$ cat src/rtl/alu_mux_pkg.sv
// Shared defaults and operation codes for the ALU result selector slice.
package alu_mux_pkg;
  localparam int unsigned ALU_MUX_WIDTH_DEF  = 32;
  localparam int unsigned ALU_MUX_NUM_IN_DEF = 5;

  localparam int unsigned OP_IN0 = 0;
  localparam int unsigned OP_IN1 = 1;
  localparam int unsigned OP_IN2 = 2;
  localparam int unsigned OP_IN3 = 3;
  localparam int unsigned OP_IN4 = 4;
endpackage

$ cat src/rtl/alu_sel_comb.sv
// Combinational N-way result select; out-of-range codes yield zero data and op_illegal.
module alu_sel_comb
  import alu_mux_pkg::*;
#(
  parameter int unsigned WIDTH  = ALU_MUX_WIDTH_DEF,
  parameter int unsigned NUM_IN = ALU_MUX_NUM_IN_DEF,
  localparam int unsigned SEL_W = $clog2(NUM_IN)
) (
  input  logic [NUM_IN*WIDTH-1:0] in_flat,
  input  logic [SEL_W-1:0]        operation,
  output logic [WIDTH-1:0]        result,
  output logic                    op_illegal
);

  always_comb begin
    result     = '0;
    op_illegal = 1'b1;
    for (int unsigned k = 0; k < NUM_IN; k++) begin
      if (32'(operation) == k) begin
        result     = in_flat[k*WIDTH +: WIDTH];
        op_illegal = 1'b0;
      end
    end
  end

endmodule

$ cat src/rtl/alu_result_mux_reg.sv
// Registered ALU result selector: single-entry output stage with valid/ready,
// zero/negative flags and a sticky illegal-operation error.
module alu_result_mux_reg
  import alu_mux_pkg::*;
#(
  parameter int unsigned WIDTH  = ALU_MUX_WIDTH_DEF,
  parameter int unsigned NUM_IN = ALU_MUX_NUM_IN_DEF,
  localparam int unsigned SEL_W = $clog2(NUM_IN)
) (
  input  logic                    clk,
  input  logic                    rst_n,
  input  logic [NUM_IN*WIDTH-1:0] in_flat,
  input  logic [SEL_W-1:0]        operation,
  input  logic                    in_valid,
  output logic                    in_ready,
  output logic [WIDTH-1:0]        out,
  output logic                    out_valid,
  input  logic                    out_ready,
  output logic                    zero,
  output logic                    neg,
  output logic                    op_err,
  input  logic                    err_clr
);

  logic [WIDTH-1:0] sel_result;
  logic             sel_illegal;
  logic             accept;

  alu_sel_comb #(
    .WIDTH  (WIDTH),
    .NUM_IN (NUM_IN)
  ) u_sel (
    .in_flat    (in_flat),
    .operation  (operation),
    .result     (sel_result),
    .op_illegal (sel_illegal)
  );

  // Stage frees up in the same cycle its current result is consumed.
  assign in_ready = !out_valid || out_ready;
  assign accept   = in_valid && in_ready;

  always_ff @(posedge clk or negedge rst_n) begin
    if (!rst_n) begin
      out       <= '0;
      out_valid <= 1'b0;
      zero      <= 1'b0;
      neg       <= 1'b0;
      op_err    <= 1'b0;
    end else begin
      if (accept) begin
        out       <= sel_result;
        zero      <= (sel_result == '0);
        neg       <= sel_result[WIDTH-1];
        out_valid <= 1'b1;
      end else if (out_ready) begin
        out_valid <= 1'b0;
      end

      // Setting on an accepted illegal op takes priority over err_clr.
      if (accept && sel_illegal) begin
        op_err <= 1'b1;
      end else if (err_clr) begin
        op_err <= 1'b0;
      end
    end
  end

endmodule
$ cat config.mk
export PLATFORM = sky130hd
export DESIGN_NAME = alu_result_mux_reg
export DESIGN_NICKNAME = d
export VERILOG_FILES = /design/src/rtl/alu_mux_pkg.sv /design/src/rtl/alu_sel_comb.sv /design/src/rtl/alu_result_mux_reg.sv
export SDC_FILE = /design/constraint.sdc
export NUM_CORES = 1
export LEC_CHECK = 0
export ABC_AREA = 1
export CORE_ASPECT_RATIO = 0.8
export CORE_UTILIZATION = 32
export DETAILED_ROUTE_END_ITERATION = 12
export GPL_TIMING_DRIVEN = 0
export PLACE_DENSITY = 0.79
export SYNTH_ARGS = -nofsm -noshare
export SYNTH_HDL_FRONTEND = slang
export SYNTH_SLANG_ARGS = --single-unit
export TNS_END_PERCENT = 50
$ cat constraint.sdc
create_clock -name clk -period 1.5 [get_ports clk]
set_clock_uncertainty 0.05 [all_clocks]
set_input_delay 0.15 -clock clk [delete_from_list [all_inputs] [get_ports clk]]
set_output_delay 0.15 -clock clk [all_outputs]
set_load 0.01 [all_outputs]
==> summary.txt <==
Routing
  – Via/cell ratio: 4.89
  – DR vias: 3886
  – Initial DRC Count: 201
  – TritonRoute pass-1 iters: 4
  – Avg WL per Cell: 14.8 um
  – Final WL: 11800 um
  – ANT nets after route: 0
  – # DRC: 0

Power
  – Power density cells: 658 mW/mm^2
  – Leakage: 2.38 nW
  – Peak VDD IR: 545 uV
  – Overall power: 3.40 mW

Finish
  – Fin nets: 849
  – Share of layout cells above drive strength 1: 9.82%
  – P&R area growth vs syn: 85.8%
  – ANT cells: 0

Die
  – Die Ht: 85.4 um
  – Ports: 205
  – DIE AREA: 0.00907 sq mm
  – Row count: 30
  – Floorplan core area: 0.00845 sq mm
  – Initial core utilization: 32.9%
  – DIE WIDTH: 106 um

Logic synthesis
  – Yosys warns: 0
  – Syn nets: 634
  – Main area contributors after synthesis: dfrtp_1, nand2_1, nand4_1
  – Post-Syn Instances: 466
  – Post-synthesis cell area: 0.00278 sq mm
  – Share of the synthesized area in the top cell type: 31.5%
  – Sequential area share after synthesis: 31.5%
  – Yosys reg bits: 35
  – Syn Area/Cell: 5.97 sq um
  – Yosys cell types: 23
  – Largest area contributor in the netlist: dfrtp_1

Timing
  – Endpoints failing hold: 0
  – Fmax: 0.690 GHz
  – Hold slack final: 376 ps
  – Setup violators final: 0
  – Crit path time final: 1450 ps
  – Least-Margin Pin Slew: 743 ps
  – Final worst-path cycle share: 96.7%
  – Slew headroom: 50.4%
  – Final Max Slew Viols: 0
  – TNS Setup: 0 ps
  – PnR worst setup slack: 49.9 ps
  – Unrepaired setup endpoints after global routing: yes

Critical path
  – Worst r2r path cells: 5
  – Critical Path End Type: flop
  – Critical Path Fanout Max: 10
  – Startpoint Class: primary input
  – Required time worst endpoint: 1680 ps
  – Setup Crit Path Kind: in -> reg
  – Worst path arrival time: 1630 ps

Global routing
  – Gr ovfl total: 0
  – All-layer global routing usage: 25.8%
  – Vias in the first global route: 3812
  – Largest net degree at the start of global routing: 36
  – First-pass GRT wire length: 18400 um
  – Initial antenna violation count: 0

Placed design
  – Place WS: -744 ps
  – DP Wirelength: 9710 um
  – IO Port Bufs: 203
  – Placer Congestion: 1.02

Clocking
  – Worst-path clk slew: 70 ps
  – Worst skew pair latency: 280 ps
  – CTS max path bufs: 2
  – CTS H-tree depth: 2
  – CTS tree: yes
  – Num CTS Buffers: 5
  – CTS root buf: clkbuf_8
  – Clk sink count: 35

Status
  – Status: completed

Min path
  – Hold Path Class: in -> reg
  – Hold path cells: 2

Flow run
  – Max-cap viol count: 0
-- worst paths after layout --
check	startpoint	to	slack (ps)
worst max register to register	out_valid	out[14]	100
worst max-delay path	operation[2]	zero	50
max in group asynchronous	rst_n	out[10]	510
worst min register to register	out[12]	out[12]	430
min in group asynchronous	rst_n	out[0]	420
worst min-delay path	err_clr	op_err	380
-- state kept, by name, indices dropped and copies added (netlist names) --
signal and cells:
op_err 1, out_valid 1, out 32, zero 1
-- synthesized netlist by cell type, drive strengths merged --
master  number
a21oi        4
nand2      184
o21ai       20
buf         21
o32ai        1
nand4       39
clkinv       6
nor2        58
clkbuf       8
dfrtp       35
nand3       48
inv         37
or2          5
-- power breakdown --
group	switching (mW)	total, mW	internal, mW
combinational	0.601	1.41	0.807
sequential	0.0819	1.16	1.07
clock	0.345	0.839	0.494
total	1.03	3.40	2.37
-- placed cells by master, fill, tap and decap left out, types with 4 or more instances in the layout --
| cell | instances |
|---|---|
| clkdlybuf4s50_1 | 198 |
| nand2_1 | 182 |
| nor2_1 | 49 |
| nand3_1 | 47 |
| nand4_1 | 39 |
| dfrtp_1 | 35 |
| inv_1 | 33 |
| o21ai_0 | 19 |
| buf_2 | 11 |
| buf_4 | 10 |
| nor2_2 | 6 |
| buf_6 | 5 |
| clkbuf_2 | 5 |
| clkinv_1 | 5 |
| clkbuf_8 | 5 |
| inv_2 | 4 |
| clkbuf_4 | 4 |
-- cells by family (layout without fill, tap and decap cells) --
| logic type | Yosys count | after routing | synth area share [%] |
|---|---|---|---|
| simple gates | 334 | 334 | 52.1 |
| flops | 35 | 35 | 31.5 |
| buf+inv | 72 | 288 | 11.8 |
| compound gates | 25 | 25 | 4.63 |
-- critical path, stage by stage --
cell      delay [ps]
clkbuf_4         150
inv_2             50
buf_6            130
nand2_1           80
inv_2             40
clkbuf_4         180
nand2_1           70
nand4_1          180
a21oi_2          220
nand3_1          110
nor2_1           120
nand3_1           70
nand2_1           60
-- stage by stage --
| step | utilization [%] | instances | area (sq um) |
|---|---|---|---|
| final | 61.2 | 794 | 5170 |
| after global routing | 61.2 | 794 | 5170 |
| after CTS | 60.6 | 791 | 5120 |
| after detailed placement | 58.6 | 781 | 4950 |
| after global placement | 58.7 | 781 | 4950 |
| after floorplan | - | 466 | 2780 |
-- layout make-up --
class	instances	area [sq um]
plain buffers	29	194
clock buffers	5	68.8
clock inverters	3	43.8
fillers	785	3280
inverters	43	163
multi-input cells	359	1630
flip-flops and latches	35	876
well taps	112	140
repair buffers	208	2060
-- per-layer routing --
| layer | global-route usage (%) | vias up | share of wire, % |
|---|---|---|---|
| met2 | 43.3 | 181 | 46 |
| met4 | 8.33 | 0 | 2.4 |
| li1 | - | 1922 | - |
| met3 | 3.23 | 21 | 6.2 |
| met1 | 34.4 | 1762 | 45 |
| met5 | 0 | - | 0 |
-- timing repair --
item	4_1_cts	5_1_grt
hold buffers	1	0
pin swaps	1	6
setup buffers	1	3
resized for setup	19	29
endpoints found under the hold margin	35	0
setup endpoints to repair	36	33
gates cloned	0	0
(Power assumes the default switching activity.)
